`src/rtl/phys_reg_free_list_pkg.sv`:
```
// Shared rename-stage types and sizes: physical tag width, architectural
// register count and free-list geometry, plus the pointer-to-index helper.
package phys_reg_free_list_pkg;

  localparam int PHYS_TAG_W = 6;
  localparam int ARCH_REGS  = 32;
  localparam int FREE_DEPTH = 32;  // 2**PHYS_TAG_W - ARCH_REGS, power of two
  localparam int FREE_IDX_W = $clog2(FREE_DEPTH);

  typedef logic [PHYS_TAG_W-1:0] phys_tag_t;
  // Pointer = array index plus one wrap bit; arithmetic is modulo 2*FREE_DEPTH.
  typedef logic [FREE_IDX_W:0]   free_ptr_t;
  typedef logic [FREE_IDX_W-1:0] free_idx_t;

  // Array slot addressed by a wrap-bit pointer.
  function automatic free_idx_t ptr_index(input free_ptr_t ptr);
    return ptr[FREE_IDX_W-1:0];
  endfunction

endpackage

```
`src/rtl/phys_reg_free_list_if.sv`:
```
// Renamer <-> free list handshake. The renamer (master) drives the controls
// and the returned tag; the free list (slave) publishes head tag and status.
interface phys_reg_free_list_if;
  import phys_reg_free_list_pkg::*;

  logic      en;
  logic      rewind;
  logic      take;
  phys_tag_t takeTag;
  logic      takeValid;
  logic      commitTake;
  logic      put;
  phys_tag_t putTag;
  free_ptr_t freeCount;
  logic      overflow;

  modport master (
    output en, rewind, take, commitTake, put, putTag,
    input  takeTag, takeValid, freeCount, overflow
  );

  modport slave (
    input  en, rewind, take, commitTake, put, putTag,
    output takeTag, takeValid, freeCount, overflow
  );

endinterface

```
`src/rtl/phys_reg_free_list_free_tag_ram.sv`:
```
// Tag storage for the free list: one synchronous write port, one
// asynchronous read port. Reset preloads entry i with tag ARCH_REGS+i so the
// list starts full of the tags not used by the initial architectural mapping.
module free_tag_ram
  import phys_reg_free_list_pkg::*;
(
  input  logic      clk,
  input  logic      reset,
  input  logic      wr_en,
  input  free_idx_t wr_addr,
  input  phys_tag_t wr_data,
  input  free_idx_t rd_addr,
  output phys_tag_t rd_data
);

  phys_tag_t mem [FREE_DEPTH];

  genvar gi;
  generate
    for (gi = 0; gi < FREE_DEPTH; gi++) begin : g_entry
      // Per-entry register: async preload on reset, written when addressed.
      always_ff @(posedge clk or negedge reset) begin
        if (!reset) begin
          mem[gi] <= phys_tag_t'(ARCH_REGS + gi);
        end else if (wr_en && (wr_addr == free_idx_t'(gi))) begin
          mem[gi] <= wr_data;
        end
      end
    end
  endgenerate

  assign rd_data = mem[rd_addr];

endmodule

```
`src/rtl/phys_reg_free_list.sv`:
```
// Circular free list of physical register tags. take_ptr advances on
// speculative allocation, commit_ptr on commit, put_ptr on release. A rewind
// snaps take_ptr back to commit_ptr so every uncommitted tag is reusable at
// once. Puts are bounded against commit_ptr so the uncommitted window
// commit_ptr..take_ptr is never overwritten.
module phys_reg_free_list
  import phys_reg_free_list_pkg::*;
(
  input  logic                  clk,
  input  logic                  reset,
  phys_reg_free_list_if.slave   bus
);

  free_ptr_t take_ptr;
  free_ptr_t commit_ptr;
  free_ptr_t put_ptr;
  logic      overflow_reg;

  free_ptr_t free_count;
  free_ptr_t put_gap;
  logic      take_ok;
  logic      commit_ok;
  logic      put_live;
  logic      put_room;
  logic      put_ok;
  free_ptr_t commit_next;
  phys_tag_t head_tag;

  assign free_count = put_ptr - take_ptr;
  assign put_gap    = put_ptr - commit_ptr;

  // A tag written this cycle only becomes visible after the edge, because
  // free_count is computed from registered pointers (no bypass).
  assign take_ok   = bus.en && bus.take && (free_count != '0) && !bus.rewind;
  assign commit_ok = bus.en && bus.commitTake && (commit_ptr != take_ptr);
  assign put_live  = bus.en && bus.put && (bus.putTag != '0);
  assign put_room  = put_gap < free_ptr_t'(FREE_DEPTH);
  assign put_ok    = put_live && put_room;

  assign commit_next = commit_ok ? commit_ptr + free_ptr_t'(1) : commit_ptr;

  // Pointer and error-flag update; a rewind takes the post-commit position.
  always_ff @(posedge clk or negedge reset) begin
    if (!reset) begin
      take_ptr     <= '0;
      commit_ptr   <= '0;
      put_ptr      <= free_ptr_t'(FREE_DEPTH);
      overflow_reg <= 1'b0;
    end else begin
      commit_ptr <= commit_next;
      if (bus.en && bus.rewind) begin
        take_ptr <= commit_next;
      end else if (take_ok) begin
        take_ptr <= take_ptr + free_ptr_t'(1);
      end
      if (put_ok) begin
        put_ptr <= put_ptr + free_ptr_t'(1);
      end
      if (put_live && !put_room) begin
        overflow_reg <= 1'b1;
      end
    end
  end

  free_tag_ram u_ram (
    .clk     (clk),
    .reset   (reset),
    .wr_en   (put_ok),
    .wr_addr (ptr_index(put_ptr)),
    .wr_data (bus.putTag),
    .rd_addr (ptr_index(take_ptr)),
    .rd_data (head_tag)
  );

  assign bus.takeTag   = head_tag;
  assign bus.takeValid = (free_count != '0);
  assign bus.freeCount = free_count;
  assign bus.overflow  = overflow_reg;

endmodule

```
`src/flat_wrapper.sv`:
```
// flat-port wrapper written by rule: the top's interface ports become plain ports
module phys_reg_free_list_flat import phys_reg_free_list_pkg::*;
  (clk, reset, bus_en, bus_rewind, bus_take, bus_commitTake, bus_put, bus_putTag, bus_takeTag, bus_takeValid, bus_freeCount, bus_overflow);
  phys_reg_free_list_if bus_i ();
  input  logic clk;
  input  logic reset;
  input wire logic [$bits(bus_i.en)-1:0] bus_en;
  input wire logic [$bits(bus_i.rewind)-1:0] bus_rewind;
  input wire logic [$bits(bus_i.take)-1:0] bus_take;
  input wire logic [$bits(bus_i.commitTake)-1:0] bus_commitTake;
  input wire logic [$bits(bus_i.put)-1:0] bus_put;
  input wire logic [$bits(bus_i.putTag)-1:0] bus_putTag;
  output wire logic [$bits(bus_i.takeTag)-1:0] bus_takeTag;
  output wire logic [$bits(bus_i.takeValid)-1:0] bus_takeValid;
  output wire logic [$bits(bus_i.freeCount)-1:0] bus_freeCount;
  output wire logic [$bits(bus_i.overflow)-1:0] bus_overflow;
  assign bus_i.en = bus_en;
  assign bus_i.rewind = bus_rewind;
  assign bus_i.take = bus_take;
  assign bus_i.commitTake = bus_commitTake;
  assign bus_i.put = bus_put;
  assign bus_i.putTag = bus_putTag;
  assign bus_takeTag = bus_i.takeTag;
  assign bus_takeValid = bus_i.takeValid;
  assign bus_freeCount = bus_i.freeCount;
  assign bus_overflow = bus_i.overflow;
  phys_reg_free_list u_core (.clk(clk), .reset(reset), .bus(bus_i));
endmodule
```
`config.mk`:
```
export PLATFORM = sky130hd
export DESIGN_NAME = phys_reg_free_list_flat
export DESIGN_NICKNAME = d
export VERILOG_FILES = /design/src/rtl/phys_reg_free_list_pkg.sv /design/src/rtl/phys_reg_free_list_if.sv /design/src/rtl/phys_reg_free_list_free_tag_ram.sv /design/src/rtl/phys_reg_free_list.sv /design/src/flat_wrapper.sv
export SDC_FILE = /design/constraint.sdc
export NUM_CORES = 1
export LEC_CHECK = 0
export BUFFER_PORTS_ARGS = -buffer_cell sky130_fd_sc_hd__buf_2
export CELL_PAD_IN_SITES_DETAIL_PLACEMENT = 0
export CELL_PAD_IN_SITES_GLOBAL_PLACEMENT = 1
export CORE_MARGIN = 5
export CORE_UTILIZATION = 57
export DETAILED_ROUTE_END_ITERATION = 10
export GPL_ROUTABILITY_DRIVEN = 0
export GPL_TIMING_DRIVEN = 1
export PLACE_DENSITY = 0.95
export SKIP_LAST_GASP = 1
export SLEW_MARGIN = 20
export SYNTH_ARGS = -nofsm -noshare
export SYNTH_HDL_FRONTEND = slang
export SYNTH_SLANG_ARGS = --single-unit
```
`constraint.sdc`:
```
create_clock -name clk -period 4.5 [get_ports clk]
set_input_delay 0.9 -clock clk [delete_from_list [all_inputs] [get_ports clk]]
set_output_delay 0.9 -clock clk [all_outputs]
set_load 0.1 [all_outputs]
```
# Yosys cells after proc, flatten, opt, wreduce, memory -nomap -nowiden
# Cells that the tools add are included.
[totals]
in_bits = 13
elab_cells = 130
ff_bits = 211
[op_classes]
mux = 6
bitwise_logic = 1
reduce_logical = 48
addsub = 5
n_lt_le_gt_ge = 2
eq_ne = 32
[op_table]
columns = ["operator", "count"]
rows = [
  ["5-bit == test (second input constant)", 16],
  ["1-bit logical AND", 42],
  ["5-bit by 4-bit == test with 1-bit output (second input constant)", 8],
  ["6-bit binary-select mux with 5-bit select", 1],
  ["6-bit two-way mux", 5],
  ["5-bit by 3-bit == test with 1-bit output (second input constant)", 4],
  ["6-bit by 1-bit adder with 6-bit output (second input constant)", 3],
  ["6-bit nonzero test", 2],
  ["6-bit subtractor", 2],
  ["5-bit by 2-bit == test with 1-bit output (second input constant)", 2],
  ["6-bit >= comparator (second input constant)", 1],
  ["6-bit less-than comparator (second input constant)", 1],
  ["6-bit != test", 1],
  ["5-bit inverter with 6-bit output", 1],
  ["5-bit by 1-bit == test with 1-bit output (second input constant)", 1],
  ["5-bit logical NOT", 1],
  ["1-bit logical NOT", 2],
  ["2-bit nonzero test", 1],
]

# Depth between registers and ports, before layout
[logic_depth]
ltp_word = 6
mapped_depth = 10
mapped_depth_nobuf = 9

# Cells and area by module
# A second synthesis with hierarchy kept.
[unflattened]
cells_unflattened = 704
hier_area_um2 = 10506.3
[modules_own_cells]
columns = ["mod", "instances", "area_each_um2", "cells_per_inst", "seq_area_each_um2"]
rows = [
  ["free_tag_ram", 1, 8997.4, 541, 4944.7],
  ["phys_reg_free_list", 1, 1508.9, 163, 476.7],
]

# Worst setup path before layout
# No wires, ideal clock.
[synth_timing]
kind = "reg2out"
from = "register u_core.take_ptr[2]"
to = "output port bus_takeValid"
n_path_buf = 1
slack_ns = -0.647
stages_incl_launch_ff = 8
arrival_time_ns = 4.247
required_time_ns = 3.600
path_cell_list = "dfrtp_1 -> clkinv_1 -> buf_1 -> ha_1 -> xnor2_1 -> nor2_1 -> mux2i_1 -> or3_1"
[synth_between]
elab_chain_cells = 2
[synth_lines]
columns = ["item", "line_no", "source"]
rows = [
  ["from (decl)", "phys_reg_free_list.sv:14", "free_ptr_t take_ptr;"],
  ["from (signal assigned)", "phys_reg_free_list.sv:52", "take_ptr <= commit_next;"],
  ["from (signal assigned)", "phys_reg_free_list.sv:54", "take_ptr <= take_ptr + free_ptr_t'(1);"],
  ["6-bit subtractor", "phys_reg_free_list.sv:29", "assign free_count = put_ptr - take_ptr;"],
  ["net bus_freeCount[2]", "flat_wrapper.sv:15", "output wire logic [$bits(bus_i.freeCount)-1:0] bus_freeCount;"],
  ["6-bit nonzero test", "phys_reg_free_list.sv:76", "assign bus.takeValid = (free_count != '0);"],
  ["to (decl)", "flat_wrapper.sv:14", "output wire logic [$bits(bus_i.takeValid)-1:0] bus_takeValid;"],
]
# The timed path passes the listed nets, and every way through them passes these cells.

# Worst setup path after layout
[layout_timing]
from = "register u_core.take_ptr[1]"
to = "output port bus_takeTag[5]"
[layout_between]
elab_chain_cells = 4
[layout_lines]
columns = ["item", "line_no", "source"]
rows = [
  ["5-bit inverter with 6-bit output (not written as such)", "phys_reg_free_list_free_tag_ram.sv:32", "assign rd_data = mem[rd_addr];"],
  ["6-bit binary-select mux with 5-bit select", "phys_reg_free_list_free_tag_ram.sv:32", ""],
  ["6-bit two-way mux (not written as such) (2 in a row)", "phys_reg_free_list_free_tag_ram.sv:32", ""],
  ["to (decl)", "flat_wrapper.sv:13", "output wire logic [$bits(bus_i.takeTag)-1:0] bus_takeTag;"],
]
# Every way passes these cells. The select of a mux whose other input is x is not followed.

==> flow_metrics.tcl <==
set metrics [dict create \
    port_buffers 26 \
    number_of_warning_messages_in_the_yosys_log 0 \
    ioPinCount 27 \
    setup.worst_path.class "reg2out" \
    clock_period_minus_final_worst_setup_slack_ps 4240 \
    slew_headroom 0.483 \
    utilization 0.644 \
    leakagePower_nw 5.24 \
    worstMarginPinSlew_ps 773 \
    detailedPlace.worstSlack_ps 659 \
    register_bit_count_reported_by_yosys 211 \
    vias_per_cell 6.56 \
    flow.area_growth_from_synthesis_pct 11.8 \
    cts-root-to-sink-buffers 3 \
    mostFrequentLayoutCell "mux2_2" \
    drt_iter0_drc 650 \
    effective_utilization_at_floorplan 0.576 \
    die-height_um 147 \
    yosysTopAreaCellShare 0.277 \
    number_of_gates_resized_after_cts 0 \
    global_route.usage.total 0.243 \
    synth.yosys.seq_area_share 0.506 \
    fp.dieW_um 147 \
    min_path_type "in2async" \
    hold_viol 0 \
    hold_buffers 0 \
    detail_route.drc_violations 0 \
    fmax_mhz 236 \
    post-dp-hpwl_mm 16.4 \
    maximum_number_of_pins_on_one_net_before_global_route_repair 135 \
    ys.flop_type "dfstp_2" \
    rsz_0062_raised_after_global_routing "no" \
    timing.final.setup_violations 0 \
    htreeDepth 1 \
    clockRootBuffer "clkbuf_16" \
    detailedRoute.firstPassIterationCount 6 \
    clk_pin_slew_ps 60 \
    crit_fanout 28 \
    cts.sink_count 211 \
    final_cycle_share 0.943 \
    pwr_density_cell_mw_per_mm2 730 \
    synthesis.instances 748 \
    synthDistinctLibCells 59 \
    run_status "finished clean" \
    final_cell_mix "mux2_2 (192), dfstp_2 (113), dfrtp_1 (96)" \
    first_global_vias 7136 \
    antenna_cells 0 \
    critPathLaunchType "flip-flop" \
    grt_overflow 0 \
    cts_tree "yes" \
    synth_area_sq_mm 0.0107 \
    vdd_ir_drop_max_mv 0.469 \
    finClkSkew_ps 16.8 \
    max_cap_viol_count 0 \
    worst_setup_path_end_kind "output pin" \
    post_synth_edffs 0 \
    largest_register_ffs 192 \
    post_drt_wl_per_cell_um 25.2 \
    crit_arrival_ps 3340 \
    synthesis.nets 779 \
    core_area_sq_mm 0.0186 \
    largest_register "u_core.u_ram.mem" \
    ant_nets 0 \
    clock_insertion_delay_worst_skew_ps 520 \
    postSynthAreaPerCell_sq_um 14.3 \
    antenna_found_initial 0 \
    yosys.area.top_type "dfstp_2" \
    ys_top_cells_by_area "dfstp_2 (28%), dfrtp_1 (23%), mux2_2 (20%)" \
    postLayoutSetupSlackWorst_ps 258 \
    finish.net_count 803 \
    cts_made_buffers 23 \
    final_max_slew_viol_count 0 \
    final_wl_mm 25.7 \
    synth-async-reset-ratio 1.00 \
    design.die.area_sq_mm 0.0216 \
    via_count 6702 \
    global_route_wire_length_before_repair_mm 41.5 \
    core.rowCount 50 \
    fin_setup_tns_ps 0 \
    finalPower_mw 8.74 \
    final_layout_size_suffix_gt1_frac 0.589 \
    critPathRequiredTime_ps 3600 \
]
==> report_power, final <==
part | switching [mW] | internal (mW)
sequential | 0.457 | 2.55
combinational | 2.33 | 1.44
clock | 0.757 | 1.21
total | 3.54 | 5.20
==> timing repair <==
action / in CTS / in global routing
buffers inserted: 0 / 1
setup endpoints to repair: 0 / 1
endpoints found under the hold margin: 0 / 0
==> metal layers <==
metal | global-route usage | routed length (um)
met1 | 0.324 | 10100
met2 | 0.404 | 12800
met3 | 0.0453 | 1800
met4 | 0.0867 | 992
met5 | 0 | 0
==> metrics by stage <==
stage / hold WS, ps / area [sq um] / cells
floorplan: 474 / 10700 / 748
global placement: 457 / 11100 / 978
detailed placement: 469 / 11100 / 978
CTS: 485 / 11900 / 1019
global route: 247 / 12000 / 1022
finish: 243 / 12000 / 1022
==> Yosys cell counts (3+ instances only) <==
cell type / instances
xor2_1: 3
a21oi_1: 4
inv_1: 12
nand2_1: 60
o21ai_0: 4
and3_1: 6
dfrtp_1: 98
clkbuf_1: 39
dfstp_2: 113
nor2_1: 14
ha_1: 17
buf_2: 6
nor3_1: 22
mux2i_1: 4
xnor2_1: 16
nand4_1: 8
nand3_1: 10
mux2_2: 192
nor2b_1: 4
nand2b_1: 6
mux4_2: 60
==> layout make-up <==
type	instances	area, sq um
sequential	211	5430
tap	234	293
clock inverter	8	121
timing repair buffer	47	350
fill	1262	6610
clock buffer	33	673
inverter	14	52.6
multi-input combinational	475	5050
==> logic make-up (layout without fill, tap and decap cells) <==
group	count (synthesis)	count (layout)	synth area share
muxes	258	258	0.334
DFF	211	211	0.506
and+or+nand+nor	147	147	0.0712
buffers and inverters	62	102	0.0231
AOI/OAI and AO/OA	32	32	0.0264
xor gates and xnor gates	20	20	0.0171
adders and majority gates	18	18	0.0217
==> worst paths after layout <==
path / from / to / slack (ps) / depth (start not counted)
hold reg to reg: u_core.bus.overflow$_DFFE_PN0P_ / u_core.bus.overflow$_DFFE_PN0P_ / 480 / 1
setup reg to reg: u_core.take_ptr[0]$_DFFE_PN0P_ / u_core.take_ptr[0]$_DFFE_PN0P_ / 1130 / 8
min in group clk: u_core.bus.overflow$_DFFE_PN0P_ / u_core.bus.overflow$_DFFE_PN0P_ / 480 / 1
hold / removal: reset / u_core.u_ram.mem[159]$_DFFE_PN0P_ / 240 / 1
setup / recovery: u_core.take_ptr[1]$_DFFE_PN0P_ / bus_takeTag[5] / 260 / 6
max in group asynchronous: reset / u_core.u_ram.mem[141]$_DFFE_PN1P_ / 3460 / 2
==> worst max-delay path, cell delays in order, from the launching register on <==
cell	delay [ps]
dfrtp_2	840
buf_4	530
mux4_2	440
mux4_2	480
nand2_1	100
nand2_1	90
buf_2	310
Note: power is estimated with default switching activity, not from simulation.
